## config.mk

```make
export PLATFORM = sky130hd
export DESIGN_NAME = wb_dma_copy_flat
export DESIGN_NICKNAME = d
export VERILOG_FILES = /design/src/rtl/wb_dma_pkg.sv /design/src/rtl/wb_dma_copy_if.sv /design/src/rtl/wb_dma_buf.sv /design/src/rtl/wb_dma_copy.sv /design/src/flat_wrapper.sv
export SDC_FILE = /design/constraint.sdc
export NUM_CORES = 1
export LEC_CHECK = 0
export CORE_MARGIN = 5
export CORE_UTILIZATION = 54
export DETAILED_ROUTE_END_ITERATION = 7
export PLACE_DENSITY_LB_ADDON = 0.12
export RECOVER_POWER = 25
export SLEW_MARGIN = 10
export SYNTH_ARGS = -nofsm -noshare
export SYNTH_HDL_FRONTEND = slang
export SYNTH_SLANG_ARGS = --single-unit
```

## constraint.sdc

```tcl
create_clock -name clk_i -period 3.1 [get_ports clk_i]
set_input_delay 0.62 -clock clk_i [delete_from_list [all_inputs] [get_ports clk_i]]
set_output_delay 0.62 -clock clk_i [all_outputs]
set_load 0.005 [all_outputs]
```

## src/rtl/wb_dma_pkg.sv

```systemverilog
// Shared types and constants for the Wishbone block-copy DMA.
// Optional feature macro: WB_DMA_TIMEOUT_EN (ack timeout abort).
package wb_dma_pkg;

    typedef enum logic [2:0] {
        S_IDLE,
        S_RD,
        S_GAP,
        S_WR,
        S_DONE
    } state_e;

    typedef enum logic {
        PH_READ,
        PH_WRITE
    } phase_e;

    localparam logic [3:0]  SEL_ALL    = 4'hF;
    localparam logic [31:0] WORD_BYTES = 32'd4;

    function automatic logic [31:0] word_align(input logic [31:0] a);
        return {a[31:2], 2'b00};
    endfunction

endpackage

```

## src/rtl/wb_dma_copy_if.sv

```systemverilog
// Wishbone B4 pipelined bus bundle shared by the DMA master
// and the RAM/peripheral slaves on the fabric.
interface if_wb;
    logic        cyc;
    logic        stb;
    logic        we;
    logic [31:0] adr;
    logic [3:0]  sel;
    logic [31:0] dat_m;
    logic [31:0] dat_s;
    logic        ack;
    logic        stall;

    modport master (
        output cyc, stb, we, adr, sel, dat_m,
        input  dat_s, ack, stall
    );

    modport slave (
        input  cyc, stb, we, adr, sel, dat_m,
        output dat_s, ack, stall
    );
endinterface

```

## src/rtl/wb_dma_buf.sv

```systemverilog
// Burst staging buffer: written by read acks, read
// combinationally by the write-phase request index.
module wb_dma_buf #(
    parameter int BURST = 4,
    parameter int AW    = 2
) (
    input  logic          clk_i,
    input  logic          we_i,
    input  logic [AW-1:0] waddr_i,
    input  logic [31:0]   wdata_i,
    input  logic [AW-1:0] raddr_i,
    output logic [31:0]   rdata_o
);

    logic [31:0] mem_q [2**AW];

    // Capture read data; payload needs no reset.
    always_ff @(posedge clk_i) begin
        if (we_i) mem_q[waddr_i] <= wdata_i;
    end

    assign rdata_o = mem_q[raddr_i];

endmodule

```

## src/rtl/wb_dma_copy.sv

```systemverilog
// Wishbone pipelined block-copy master: read burst, gap, write burst.
// Optional feature macro: WB_DMA_TIMEOUT_EN (abort after TIMEOUT idle cycles).
module wb_dma_copy
    import wb_dma_pkg::*;
#(
    parameter int LWIDTH  = 16,
    parameter int BURST   = 4,
    parameter int TIMEOUT = 64
) (
    input  logic              clk_i,
    input  logic              rst_ni,
    input  logic              start_i,
    input  logic [31:0]       src_i,
    input  logic [31:0]       dst_i,
    input  logic [LWIDTH-1:0] len_i,
    output logic              busy_o,
    output logic              done_o,
    output logic              err_o,
    if_wb.master              bus
);

    localparam int AW = (BURST > 1) ? $clog2(BURST) : 1;
    localparam int NW = $clog2(BURST) + 1;
    localparam logic [NW-1:0]     BURST_N = NW'(BURST);
    localparam logic [LWIDTH-1:0] BURST_L = LWIDTH'(BURST);

    function automatic logic [NW-1:0] burst_len(input logic [LWIDTH-1:0] r);
        if (r >= BURST_L) return BURST_N;
        return r[NW-1:0];
    endfunction

    state_e            state_q, state_d;
    phase_e            phase_q, phase_d;
    logic [31:0]       src_q, src_d;
    logic [31:0]       dst_q, dst_d;
    logic [LWIDTH-1:0] rem_q, rem_d;
    logic [NW-1:0]     n_q, n_d;
    logic [NW-1:0]     req_q, req_d;
    logic [NW-1:0]     ack_q, ack_d;
    logic              cyc_q, cyc_d;
    logic              stb_q, stb_d;
    logic              we_q, we_d;
    logic [31:0]       adr_q, adr_d;
    logic [3:0]        sel_q, sel_d;
    logic              busy_q, busy_d;
    logic              done_q, done_d;
    logic              err_q, err_d;
    logic              acc;
    logic              ack;
    logic [31:0]       buf_rdata;

`ifdef WB_DMA_TIMEOUT_EN
    localparam int TW = $clog2(TIMEOUT + 1);
    logic [TW-1:0] wait_q, wait_d;
`endif

    wb_dma_buf #(.BURST(BURST), .AW(AW)) u_buf (
        .clk_i   (clk_i),
        .we_i    (state_q == S_RD && ack),
        .waddr_i (ack_q[AW-1:0]),
        .wdata_i (bus.dat_s),
        .raddr_i (req_q[AW-1:0]),
        .rdata_o (buf_rdata)
    );

    // Next-state and next-output logic for the copy sequencer.
    always_comb begin
        state_d = state_q;
        phase_d = phase_q;
        src_d   = src_q;
        dst_d   = dst_q;
        rem_d   = rem_q;
        n_d     = n_q;
        req_d   = req_q;
        ack_d   = ack_q;
        cyc_d   = cyc_q;
        stb_d   = stb_q;
        we_d    = we_q;
        adr_d   = adr_q;
        sel_d   = sel_q;
        busy_d  = busy_q;
        done_d  = 1'b0;
        err_d   = 1'b0;
        acc     = stb_q & ~bus.stall;
        ack     = cyc_q & bus.ack;
`ifdef WB_DMA_TIMEOUT_EN
        wait_d  = wait_q;
`endif
        unique case (state_q)
            S_IDLE: begin
                if (start_i) begin
                    src_d  = word_align(src_i);
                    dst_d  = word_align(dst_i);
                    rem_d  = len_i;
                    busy_d = 1'b1;
                    req_d  = '0;
                    ack_d  = '0;
                    if (len_i == '0) begin
                        state_d = S_DONE;
                    end else begin
                        state_d = S_RD;
                        phase_d = PH_READ;
                        n_d     = burst_len(len_i);
                        cyc_d   = 1'b1;
                        stb_d   = 1'b1;
                        we_d    = 1'b0;
                        sel_d   = SEL_ALL;
                        adr_d   = word_align(src_i);
                    end
                end
            end
            S_RD, S_WR: begin
                if (acc) begin
                    adr_d = adr_q + WORD_BYTES;
                    req_d = req_q + NW'(1);
                    if (req_q + NW'(1) == n_q) stb_d = 1'b0;
                end
                if (ack) begin
                    ack_d = ack_q + NW'(1);
                    if (ack_q + NW'(1) == n_q) begin
                        state_d = S_GAP;
                        cyc_d   = 1'b0;
                        stb_d   = 1'b0;
                        we_d    = 1'b0;
                        sel_d   = '0;
                        if (state_q == S_RD) begin
                            src_d = adr_q;
                        end else begin
                            dst_d = adr_q;
                            rem_d = rem_q - LWIDTH'(n_q);
                        end
                    end
                end
`ifdef WB_DMA_TIMEOUT_EN
                if (ack) begin
                    wait_d = '0;
                end else if (req_q != ack_q) begin
                    if (wait_q == TW'(TIMEOUT - 1)) begin
                        state_d = S_IDLE;
                        cyc_d   = 1'b0;
                        stb_d   = 1'b0;
                        we_d    = 1'b0;
                        sel_d   = '0;
                        busy_d  = 1'b0;
                        err_d   = 1'b1;
                        wait_d  = '0;
                    end else begin
                        wait_d = wait_q + TW'(1);
                    end
                end
`endif
            end
            S_GAP: begin
                req_d = '0;
                ack_d = '0;
                if (phase_q == PH_READ) begin
                    state_d = S_WR;
                    phase_d = PH_WRITE;
                    cyc_d   = 1'b1;
                    stb_d   = 1'b1;
                    we_d    = 1'b1;
                    sel_d   = SEL_ALL;
                    adr_d   = dst_q;
                end else if (rem_q != '0) begin
                    state_d = S_RD;
                    phase_d = PH_READ;
                    n_d     = burst_len(rem_q);
                    cyc_d   = 1'b1;
                    stb_d   = 1'b1;
                    we_d    = 1'b0;
                    sel_d   = SEL_ALL;
                    adr_d   = src_q;
                end else begin
                    state_d = S_DONE;
                end
            end
            S_DONE: begin
                done_d  = 1'b1;
                busy_d  = 1'b0;
                state_d = S_IDLE;
            end
            default: state_d = S_IDLE;
        endcase
    end

    // Register sequencer state and all bus/status outputs.
    always_ff @(posedge clk_i or negedge rst_ni) begin
        if (!rst_ni) begin
            state_q <= S_IDLE;
            phase_q <= PH_READ;
            src_q   <= '0;
            dst_q   <= '0;
            rem_q   <= '0;
            n_q     <= '0;
            req_q   <= '0;
            ack_q   <= '0;
            cyc_q   <= 1'b0;
            stb_q   <= 1'b0;
            we_q    <= 1'b0;
            adr_q   <= '0;
            sel_q   <= '0;
            busy_q  <= 1'b0;
            done_q  <= 1'b0;
            err_q   <= 1'b0;
`ifdef WB_DMA_TIMEOUT_EN
            wait_q  <= '0;
`endif
        end else begin
            state_q <= state_d;
            phase_q <= phase_d;
            src_q   <= src_d;
            dst_q   <= dst_d;
            rem_q   <= rem_d;
            n_q     <= n_d;
            req_q   <= req_d;
            ack_q   <= ack_d;
            cyc_q   <= cyc_d;
            stb_q   <= stb_d;
            we_q    <= we_d;
            adr_q   <= adr_d;
            sel_q   <= sel_d;
            busy_q  <= busy_d;
            done_q  <= done_d;
            err_q   <= err_d;
`ifdef WB_DMA_TIMEOUT_EN
            wait_q  <= wait_d;
`endif
        end
    end

    assign bus.cyc   = cyc_q;
    assign bus.stb   = stb_q;
    assign bus.we    = we_q;
    assign bus.adr   = adr_q;
    assign bus.sel   = sel_q;
    assign bus.dat_m = we_q ? buf_rdata : 32'h0;
    assign busy_o    = busy_q;
    assign done_o    = done_q;
`ifdef WB_DMA_TIMEOUT_EN
    assign err_o     = err_q;
`else
    assign err_o     = 1'b0;
`endif

endmodule

```

## src/flat_wrapper.sv

```systemverilog
// flat-port wrapper written by rule: the top's interface ports become plain ports
module wb_dma_copy_flat import wb_dma_pkg::*;
#(
    parameter int LWIDTH  = 16,
    parameter int BURST   = 4,
    parameter int TIMEOUT = 64
)
  (clk_i, rst_ni, start_i, src_i, dst_i, len_i, busy_o, done_o, err_o, bus_cyc, bus_stb, bus_we, bus_adr, bus_sel, bus_dat_m, bus_dat_s, bus_ack, bus_stall);
  if_wb bus_i ();
  input  logic clk_i;
  input  logic rst_ni;
  input  logic start_i;
  input  logic [31:0] src_i;
  input  logic [31:0] dst_i;
  input  logic [LWIDTH-1:0] len_i;
  output logic busy_o;
  output logic done_o;
  output logic err_o;
  output wire logic [$bits(bus_i.cyc)-1:0] bus_cyc;
  output wire logic [$bits(bus_i.stb)-1:0] bus_stb;
  output wire logic [$bits(bus_i.we)-1:0] bus_we;
  output wire logic [$bits(bus_i.adr)-1:0] bus_adr;
  output wire logic [$bits(bus_i.sel)-1:0] bus_sel;
  output wire logic [$bits(bus_i.dat_m)-1:0] bus_dat_m;
  input wire logic [$bits(bus_i.dat_s)-1:0] bus_dat_s;
  input wire logic [$bits(bus_i.ack)-1:0] bus_ack;
  input wire logic [$bits(bus_i.stall)-1:0] bus_stall;
  assign bus_cyc = bus_i.cyc;
  assign bus_stb = bus_i.stb;
  assign bus_we = bus_i.we;
  assign bus_adr = bus_i.adr;
  assign bus_sel = bus_i.sel;
  assign bus_dat_m = bus_i.dat_m;
  assign bus_i.dat_s = bus_dat_s;
  assign bus_i.ack = bus_ack;
  assign bus_i.stall = bus_stall;
  wb_dma_copy #(.LWIDTH(LWIDTH), .BURST(BURST), .TIMEOUT(TIMEOUT)) u_core (.clk_i(clk_i), .rst_ni(rst_ni), .start_i(start_i), .src_i(src_i), .dst_i(dst_i), .len_i(len_i), .busy_o(busy_o), .done_o(done_o), .err_o(err_o), .bus(bus_i));
endmodule
```

Word level (Yosys, flattened, before mapping)
Memory sizes are Yosys's and may differ from the RTL's.
Index checks and enable logic that the tools add are counted.
Word-level totals
  register bits after elaboration: 134
  RAM bits: 128
  output and inout bits: 74
  memories kept: 1
Cells by class
  add/subtract/negate cells: 4
  $lt $le $gt $ge: 2
  eq/ne operators: 16
  mux-type cells: 83
  bitwise logic cells: 3
  reductions and logical operators: 20
Memories
  u_core.u_buf.mem_q: words 4, width 32, rd ports 1, clocked after Yosys merged registers in 0, wr ports 1, RTL line wb_dma_buf.sv:15  | logic [31:0] mem_q [2**AW];
Operators with widths (number)
  $mux W32: 14
  $pmux W32 S2: 2
  $pmux W32 S3: 1
  $mux W16: 4
  $mux W3: 17
  $add A32 B3 Y32 const B: 1
  $ge A16 B3 Y1 const B: 2
  $pmux W16 S2: 1
  $mux W1: 28
  $pmux W3 S3: 3
  $mux W4: 6
  $reduce_and A5 Y1: 4
  $logic_not A16 Y1: 1
  $reduce_bool A16 Y1: 1
  $sub A16 B3 Y16: 1
  $ne A2 B1 Y1 const B: 6
  $pmux W4 S3: 1
  $reduce_and A3 Y1: 4
  $pmux W1 S3: 3
  $add A3 B1 Y3 const B: 2
  $eq A3 B2 Y1 const B: 2
  $eq A3 B3 Y1: 2
  $ne A2 B2 Y1 const B: 3
  $pmux W3 S2: 1
  14 further kinds: 18

Depth between registers and ports, before layout
  word-level depth: 9
  mapped depth: 9
  depth with buffers taken out: 9

Hierarchy
Synthesis repeated with hierarchy kept, for this count alone.
Unflattened totals
  cells, all modules: 1073
  area total of the unflattened synthesis: 12639.6 um2
By module, submodules not included
  wb_dma_copy: instances 1, cells each 902, area an instance 7950.1 um2
  wb_dma_buf: instances 1, cells each 171, area an instance 4689.5 um2

Least setup slack after synthesis
No wires, ideal clock.
  path kind: register to output
  start: register u_core.req_q[0]
  end: output bus_dat_m[10]
  arrival: 1.920 ns
  data required time: 2.480 ns
  slack: 0.560 ns
  cell stages (with the launch flop): 5
  buffers on the path: 2
  path through: dfrtp_1 > clkbuf_1 > buf_1 > mux4_2 > and2_1
Between the ends
  word-level cells in the longest chain between the ends: 2
RTL lines
  start, declared: RTL line wb_dma_copy.sv:38  | logic [NW-1:0] req_q, req_d;
  start signal, assigned: RTL line wb_dma_copy.sv:215  | req_q <= req_d;
  $mem_v2 Z4 W32
  $mux W32: RTL line wb_dma_copy.sv:236  | assign bus.dat_m = we_q ? buf_rdata : 32'h0;
  end, declared: RTL line flat_wrapper.sv:24  | output wire logic [$bits(bus_i.dat_m)-1:0] bus_dat_m;
Every way passes these cells.

Final worst setup path
  start: register u_core.req_q[0]
  end: output bus_dat_m[2]
Same word-level chain as after synthesis.

==> results.json <==
{
  "die_y_um": 161,
  "vias": 9302,
  "yosysSeqAreaShare": 0.575,
  "final_util": 0.690,
  "vdd_ir_drop_max_uv": 484,
  "drc": 0,
  "totalWireLength_um": 30700,
  "drive_above_1_share": 0.111,
  "maxSlewViolCount": 0,
  "grt_max_degree": 61,
  "io_pins": 191,
  "setup_tns_ns": 0,
  "viasPerCell": 5.92,
  "yosys_warnings": 0,
  "rows": 55,
  "die_x_um": 161,
  "clock_sinks": 258,
  "grt_overflow_total": 0,
  "tritoncts": "done",
  "synth_edf_count": 128,
  "start_kind": "flip-flop",
  "num-fill-cells": 1708,
  "cts_buffer_depth": 3,
  "clk_pin_slew_ns": 0.06,
  "netlist_instances": 1088,
  "ys.flop_type": "dfrtp_1",
  "mappedNetlistArea_mm2": 0.0123,
  "grt_pass1_wl_um": 49900,
  "port-buffer-count": 185,
  "grt_pass1_vias": 9477,
  "finalCritPeriodShare": 0.976,
  "relSlewSlack": 0.585,
  "drtIter0Drc": 450,
  "antenna_found_initial": 2,
  "hpwl_um": 20200,
  "cp_max_fo": 16,
  "initial_utilization": 0.547,
  "p_leak_nw": 5.88,
  "die-area_mm2": 0.0260,
  "gp_congestion": 0.849,
  "ant_nets": 0,
  "rsz0062_at_grt": "false",
  "cts_root_buf": "clkbuf_16",
  "hold_path_class": "in2async",
  "fin_nets": 1393,
  "powerDensity_mw_per_mm2": 540,
  "synth_cell_types": 65,
  "syn_nets": 1215,
  "cp.required_ns": 2.48,
  "status": "finished, final reports clean",
  "arrival_ns": 2.41,
  "ys_seq_elements": 258,
  "end_kind": "output port",
  "setup_viol": 0,
  "insertion_delay_ns": 0.52,
  "fmax_ghz": 0.330,
  "numCtsBuffers": 27,
  "rr_worst_depth": 6,
  "syn_area_per_cell_um2": 11.3,
  "grt_usage": 0.234,
  "fin_worst_skew_ns": 0.00854,
  "max_cap_viol_count": 0,
  "core-area_mm2": 0.0226,
  "htree_levels": 1,
  "synthToLayoutAreaGrowth_pct": 26.2,
  "post-route-min-period_ns": 3.03,
  "path_class": "reg2out",
  "drt-wirelength-per-cell_um": 19.5,
  "hold_viol_final": 0,
  "worst_pin_slew_ns": 0.622,
  "async_flop_share": 0.504,
  "dr.pass1.iters": 4
}
-- final cells by class --
class / instances / area, um2 / share of cell area
Tap cell: 285 / 357 / 0.0229
Clock inverter: 17 / 190 / 0.0122
Timing Repair Buffer: 223 / 2260 / 0.145
Clock buffer: 31 / 712 / 0.0457
Multi-Input combinational cell: 743 / 4900 / 0.315
Antenna cell: 1 / 2.50 / 0.000161
Inverter: 13 / 48.8 / 0.00313
Sequential cell: 258 / 7100 / 0.456
-- power breakdown --
| group | leakage, nW | switching (mW) | internal, mW | total (mW) |
|---|---|---|---|---|
| registers | 2.90 | 0.108 | 3.66 | 3.77 |
| clock network | 0.442 | 1.32 | 1.97 | 3.30 |
| logic | 2.54 | 0.585 | 0.762 | 1.35 |
| total | 5.88 | 2.02 | 6.39 | 8.41 |
-- through the flow --
stage	area [um2]	worst slack [ns]	power, mW	std cells	hold slack [ns]
6_report	15600	0.0729	8.41	1571	0.106
5_1_grt	15600	0.0122	8.75	1570	0.143
4_1_cts	15500	0.00334	8.45	1569	0.114
3_5_place_dp	14600	0.120	5.15	1521	0.469
3_3_place_gp	14600	0.158	5.12	1521	0.462
2_1_floorplan	12300	0.560	4.64	1088	0.324
-- path summary, 6_finish.rpt --
| path | from | endpoint | slack, ns |
|---|---|---|---|
| setup / recovery | u_core.req_q[0] | bus_dat_m[2] | 0.07 |
| hold / removal | rst_ni | u_core.rem_q[12] | 0.11 |
| setup reg to reg | u_core.rem_q[3] | u_core.bus.adr[29] | 0.54 |
| hold reg to reg | u_core.dst_q[5] | u_core.dst_q[5] | 0.48 |
| max in group asynchronous | rst_ni | u_core.dst_q[25] | 2.22 |
| min in group clk_i | u_core.dst_q[5] | u_core.dst_q[5] | 0.48 |
-- cell usage in the layout (no fill, tap or decap), types with 7 or more instances in the layout --
master and instances:
clkinv_2 7, ha_1 9, o2bb2ai_1 12, nor2_1 86
o21ai_0 86, buf_12 9, edfxtp_1 128, nand4_1 8
clkbuf_16 29, inv_1 13, a21oi_1 138, mux4_2 32
nand3_1 20, a22o_1 13, and2_1 65, clkdlybuf4s50_1 155
mux2i_1 31, nor3_1 16, buf_4 29, nor3b_1 8
nand2_1 95, dlygate4sd3_1 28, nor4_1 10, dfrtp_1 128
mux2_2 9
-- cells in the mapped netlist (all sizes together) (9+ instances only) --
| cell | n | share of area |
|---|---|---|
| a21oi | 138 | 0.056 |
| a22o | 13 | 0.0092 |
| and2 | 69 | 0.035 |
| buf | 18 | 0.0094 |
| clkbuf | 56 | 0.017 |
| dfrtp | 130 | 0.26 |
| edfxtp | 128 | 0.31 |
| ha | 9 | 0.0091 |
| inv | 13 | 0.0040 |
| mux2 | 9 | 0.0082 |
| mux2i | 31 | 0.025 |
| mux4 | 32 | 0.058 |
| nand2 | 95 | 0.029 |
| nand3 | 20 | 0.0081 |
| nor2 | 86 | 0.026 |
| nor3 | 17 | 0.0069 |
| nor4 | 11 | 0.0061 |
| o21ai | 88 | 0.036 |
| o2bb2ai | 12 | 0.0085 |
-- critical path: stages (launching register included) --
cell	delay [ns]
dfrtp_2	0.48
buf_12	0.22
mux4_2	0.52
and2_1	0.18
clkdlybuf4s50_1	0.47
-- timing repair --
action	4_1_cts	5_1_grt
endpoints found under the setup margin	1	28
hold buffers	0	0
buffers inserted	0	0
gates resized for setup	1	0
cloned	0	1
-- sequential cells by signal, indices dropped and copies added, names as in the netlist --
name / flops
u_core.bus.we: 1
u_core.rem_q: 16
u_core.n_q: 3
u_core.bus.adr: 32
u_core.bus.sel: 1
u_core.src_q: 32
u_core.u_buf.mem_q: 128
u_core.bus.stb: 1
u_core.ack_q: 3
u_core.dst_q: 32
u_core.phase_q: 1
u_core.req_q: 3
u_core.busy_o: 1
u_core.state_q: 3
u_core.done_o: 1
-- logic make-up (layout without fill, tap and decap cells) --
| kind of cell | Yosys count | in the layout | synth area share |
|---|---|---|---|
| adders and majority gates | 10 | 10 | 0.0107 |
| DFF | 258 | 258 | 0.575 |
| and+or+nand+nor | 350 | 350 | 0.142 |
| xor gates and xnor gates | 6 | 6 | 0.00548 |
| other | 1 | 2 | 0.000304 |
| buffers and inverters | 87 | 284 | 0.0304 |
| AOI/OAI and AO/OA | 304 | 304 | 0.145 |
| muxes | 72 | 72 | 0.0918 |
-- per-layer routing --
metal	part of all wire	wire, um	GRT usage	vias up
met3	0.055	1680	0.0398	58
li1	-	-	-	4389
met1	0.44	13500	0.324	4574
met2	0.48	14800	0.390	277
met5	0.00085	26	0	-
met4	0.021	659	0.0585	4
No activity file was read; power rests on OpenSTA's default activity.
